==> config.mk <==
export PLATFORM = sky130hd
export DESIGN_NAME = lsu_ctrl
export DESIGN_NICKNAME = d
export VERILOG_FILES = /design/src/rtl/lsu_ctrl.sv
export SDC_FILE = /design/constraint.sdc
export NUM_CORES = 1
export LEC_CHECK = 0
export CAP_MARGIN = 20
export CORE_AREA = 2 2 121 123
export DETAILED_ROUTE_END_ITERATION = 12
export DIE_AREA = 0 0 123 125
export PLACE_DENSITY = 0.88
export SLEW_MARGIN = 5
export SYNTH_ARGS = -nofsm -noshare
export SYNTH_HDL_FRONTEND = slang
export SYNTH_SLANG_ARGS = --single-unit
==> constraint.sdc <==
create_clock -name clk -period 3.5 [get_ports clk]
set_input_delay 0.35 -clock clk [delete_from_list [all_inputs] [get_ports clk]]
set_output_delay 0.35 -clock clk [all_outputs]
set_load 0.05 [all_outputs]
==> src/rtl/lsu_ctrl.sv <==
// Load/store unit controller: one request at a time, with read-modify-write for sub-word stores.
// Optional LSU_MISALIGN_TRAP_EN rejects misaligned halfword/word accesses instead of truncating them.
module lsu_ctrl #(
  parameter int MEM_WORDS = 64
) (
  input  logic        clk,
  input  logic        reset,
  input  logic        req_valid,
  output logic        req_ready,
  input  logic        req_store,
  input  logic [1:0]  req_size,
  input  logic        req_signed,
  input  logic [31:0] req_addr,
  input  logic [31:0] req_wdata,
  output logic        resp_valid,
  input  logic        resp_ready,
  output logic [31:0] resp_rdata,
  output logic        resp_err,
  output logic        mem_we,
  output logic [31:0] mem_a,
  output logic [31:0] mem_wd,
  input  logic [31:0] mem_rd
);

  localparam logic [31:0] MEM_BYTES = 32'(4 * MEM_WORDS);

  typedef enum logic [1:0] {IDLE, RD, WR, RESP} state_t;

  state_t      state;
  logic        store_q;
  logic        signed_q;
  logic        err_q;
  logic [1:0]  size_q;
  logic [31:0] addr_q;
  logic [31:0] wdata_q;
  logic [31:0] word_q;
  logic [31:0] rdata_q;

  logic        misalign;
  logic        req_err;
  logic [31:0] eff_addr;

  function automatic logic [31:0] extract(input logic [31:0] w, input logic [1:0] a,
                                          input logic [1:0] sz, input logic sg);
    logic [7:0]  b;
    logic [15:0] h;
    b = 8'(w >> {a, 3'b000});
    h = a[1] ? w[31:16] : w[15:0];
    case (sz)
      2'b00:   extract = {{24{sg & b[7]}}, b};
      2'b01:   extract = {{16{sg & h[15]}}, h};
      default: extract = w;
    endcase
  endfunction

  function automatic logic [31:0] merge(input logic [31:0] w, input logic [1:0] a,
                                        input logic [1:0] sz, input logic [31:0] d);
    logic [31:0] mask;
    logic [4:0]  sh;
    sh   = (sz == 2'b01) ? {a[1], 4'b0000} : {a, 3'b000};
    mask = (sz == 2'b00) ? 32'h0000_00FF : 32'h0000_FFFF;
    merge = (w & ~(mask << sh)) | ((d & mask) << sh);
  endfunction

  // Request classification; truncation only matters when misalignment is not trapped.
  always_comb begin
    misalign = 1'b0;
`ifdef LSU_MISALIGN_TRAP_EN
    misalign = ((req_size == 2'b01) && req_addr[0]) ||
               ((req_size == 2'b10) && (req_addr[1:0] != 2'b00));
`else
    misalign = 1'b0;
`endif
    req_err = (req_size == 2'b11) || (req_addr >= MEM_BYTES) || misalign;
    case (req_size)
      2'b01:   eff_addr = {req_addr[31:1], 1'b0};
      2'b10:   eff_addr = {req_addr[31:2], 2'b00};
      default: eff_addr = req_addr;
    endcase
  end

  always_ff @(posedge clk) begin
    if (!reset) begin
      state    <= IDLE;
      store_q  <= 1'b0;
      signed_q <= 1'b0;
      err_q    <= 1'b0;
      size_q   <= 2'b00;
      addr_q   <= '0;
      wdata_q  <= '0;
      word_q   <= '0;
      rdata_q  <= '0;
    end else begin
      case (state)
        IDLE: begin
          if (req_valid) begin
            store_q  <= req_store;
            signed_q <= req_signed;
            size_q   <= req_size;
            addr_q   <= eff_addr;
            wdata_q  <= req_wdata;
            err_q    <= req_err;
            rdata_q  <= '0;
            if (req_err)
              state <= RESP;
            else if (req_store && (req_size == 2'b10))
              state <= WR;
            else
              state <= RD;
          end
        end
        RD: begin
          word_q <= mem_rd;
          if (!store_q)
            rdata_q <= extract(mem_rd, addr_q[1:0], size_q, signed_q);
          state <= store_q ? WR : RESP;
        end
        WR: state <= RESP;
        RESP: begin
          if (resp_ready)
            state <= IDLE;
        end
        default: state <= IDLE;
      endcase
    end
  end

  // Everything is forced to its idle value while reset is low so no write can slip through.
  assign req_ready  = (state == IDLE) || !reset;
  assign resp_valid = (state == RESP) && reset;
  assign resp_rdata = resp_valid ? rdata_q : 32'h0;
  assign resp_err   = resp_valid && err_q;
  assign mem_we     = (state == WR) && reset;
  assign mem_a      = (reset && ((state == RD) || (state == WR))) ? {addr_q[31:2], 2'b00} : 32'h0;
  assign mem_wd     = mem_we ? ((size_q == 2'b10) ? wdata_q : merge(word_q, addr_q[1:0], size_q, wdata_q))
                             : 32'h0;

endmodule

==> impl_metrics.ini <==
[hold_path]
holdPathEnd = rdata_q[25]
hold_start = rdata_q[25]
hold_class = register to register
hold_depth = 1

[detailed_routing]
routed-via-count = 7039
vias_per_cell = 5.66
ant_nets = 0
routedWlPerCell_um = 17.1
routed_wl_um = 21300
dr.pass1.iters = 9
drt-initial-drc-count = 749
drc = 0

[pwr]
ir_worst_vdd_uv = 431
leakage_nw = 3.71
pwr-share-clk = 0.295
p_per_area_nw_per_um2 = 602
seq_power_share = 0.339
internal-power_mw = 3.67
power_switching_mw = 2.26
switching_share = 0.382
pwr-share-comb = 0.366

[logic_synthesis]
ys_ff_latch = 135
async_flop_share = 0
synthTopCellsByCount = nand2_1 (155), dfxtp_1 (135), a21boi_0 (69)
synth_largest_area_cell = dfxtp_1
synthTopCellsByArea = dfxtp_1 (37%), nand2_1 (8.1%), a21boi_0 (7.2%)
synth.distinct_cells = 42
ys_seq_area_frac = 0.375
yosysMostFrequentCell = nand2_1
syn_area_um2 = 7210
synth_edf_count = 0
yosysTopAreaCellShare = 0.375
synth_top_flop_cell = dfxtp_1
synth_warnings = 0
netlist_instances = 891
avgSynthCellArea_um2 = 8.09

[sta]
min_period_over_period = 0.946
slew_headroom = 0.236
layout_setup_ws_ns = 0.190
tns_ns = 0
hold_viol = 0
rsz0062_at_grt = no
fin_hold_ws_ns = 0.457
finalSetupViolations = 0
fmax_mhz = 302
drv_slew = 0
tightest_slew_ns = 1.14
fin_crit_ns = 3.31
clock_skew_ns = 0.0104

[clock_tree]
ctsHoldBuffers = 0
post_cts_buffers = 0
h-tree-depth = 4
cts_buffer_depth = 2
clock_latency_ns = 0.43
cts_tree = done
cts.sinks = 135
clkSlewWorstSetupHoldPaths_ns = 0.06
cts_buffers = 17
cts_root_buf = clkbuf_16

[grt]
antenna_found_initial = 0
overflow = 0
grt_first_pass_wirelength_um = 33400
grtUsageTotal = 0.273
grt_max_degree = 105
grt_pass1_vias = 6529

[layout]
fin_util = 0.693
antenna_cells = 0
nNetsFinal = 1158
regArea_um2 = 2700
synthToLayoutAreaGrowth_pct = 36.5
multiInputGateArea_um2 = 4090
fillers = 1113
drive_above_1_share = 0.0981

[placement]
place.gp.congestion = 0.925
numPortBuffers = 201
post-place-ws_ns = 0.643
dpl.hpwl_um = 15200

[floorplan]
io_pins = 204
die_area_um2 = 15400
rows = 44
fp.dieW_um = 123
die_h_um = 125
start_util = 0.508
coreArea_um2 = 14200

[run_status]
run_status = completed

[worst_setup_path]
reg2reg_to = rdata_q[17]
rrSetupSlack_ns = 1.21
worstSetupPathType = register to primary output
required_ns = 3.15
startpoint_type = register
crit_chain = buf_4, nand2_1, o21ai_0, a21oi_1, clkdlybuf4s50_1
crit_arrival_ns = 2.96
slowest_delay_ns = 0.72
slowest_stage = clkdlybuf4s50_1
crit_path_max_fanout = 42
r2r_cells = 5
r2r-start = addr_q[1]
cp-end-kind = primary output

[run]
maxCapViolCount = 0
## cell families after synthesis
logic type / count (synthesis) / share of synthesized area
AND/OR/NAND/NOR: 334 / 0.230
AO/OA/AOI/OAI: 256 / 0.238
flip-flops: 135 / 0.375
buffers and inverters: 100 / 0.0599
multiplexers: 58 / 0.0848
adder cells (fa/ha/maj): 7 / 0.0121
other: 1 / 0.000520
## worst max-delay path by stage
stage | from | end | slack, ns
after floorplan | state[0] | mem_wd[22] | 0.73
after CTS | addr_q[0] | mem_wd[24] | 0.13
after global placement | addr_q[0] | mem_wd[24] | 0.67
final | size_q[1] | mem_wd[24] | 0.19
after global routing | size_q[1] | mem_wd[24] | 0.05
after detailed placement | addr_q[0] | mem_wd[24] | 0.64
## critical path, delay by kind of cell (launching register included)
family / cells / cell delay, ns
AND/OR/NAND/NOR: 1 / 0.42
buffers and inverters: 2 / 1.18
AO/OA/AOI/OAI: 2 / 0.37
flip-flops: 1 / 0.56
## flip-flops by register name (all words and copies together) (netlist names)
signal,cells
word_q,32
state,2
err_q,1
store_q,1
addr_q,32
wdata_q,32
signed_q,1
size_q,2
rdata_q,32
## layout by cell type, fill, tap and decap left out, types with 8 or more instances in the layout
cell,count
o21a_1,9
nand2_1,154
a22oi_1,8
nor2b_1,44
mux2_2,15
clkbuf_16,17
inv_1,18
mux2i_1,42
a222oi_1,8
a21oi_1,60
o2bb2ai_1,23
nand3_1,21
a21boi_0,69
dfxtp_1,134
o21ai_0,60
clkdlybuf4s50_1,172
nand2b_1,27
buf_12,9
and3_1,63
buf_4,37
## area by class of cell
class,instances,area share
timing repair buffer,218,0.221
tap,184,0.0234
clock inverter,13,0.0132
clock buffer,19,0.0450
sequential,135,0.275
inverter,18,0.00686
multi-input combinational,657,0.415
## power groups by stage
| stage | combinational [mW] | clock (mW) | sequential [mW] |
|---|---|---|---|
| finish | 2.17 | 1.75 | 2.01 |
| global route | 2.36 | 1.82 | 2.03 |
| CTS | 2.15 | 1.76 | 2.00 |
| detailed placement | 2.13 | 0 | 2.03 |
| global placement | 2.10 | 0 | 2.01 |
| floorplan | 1.57 | 0 | 1.94 |
## what timing repair did
| item | in CTS | in global routing |
|---|---|---|
| hold endpoints to repair | 0 | 0 |
| endpoints found under the setup margin | 0 | 1 |
| gates resized for setup | 0 | 1 |
## routing by layer
metal / part of all wire / GRT usage / routed length, um
met1: 0.43 / 0.370 / 9230
met2: 0.46 / 0.422 / 9760
met3: 0.081 / 0.0616 / 1720
met4: 0.028 / 0.107 / 603
met5: 0 / 0 / 0
## through the flow
step	power [mW]	cells	area, um2
2_1_floorplan	3.51	892	7220
3_3_place_gp	4.12	1212	9270
3_5_place_dp	4.16	1212	9270
4_1_cts	5.90	1244	9840
5_1_grt	6.21	1244	9840
6_report	5.93	1244	9840
Note: power is estimated with default switching activity, not from simulation.
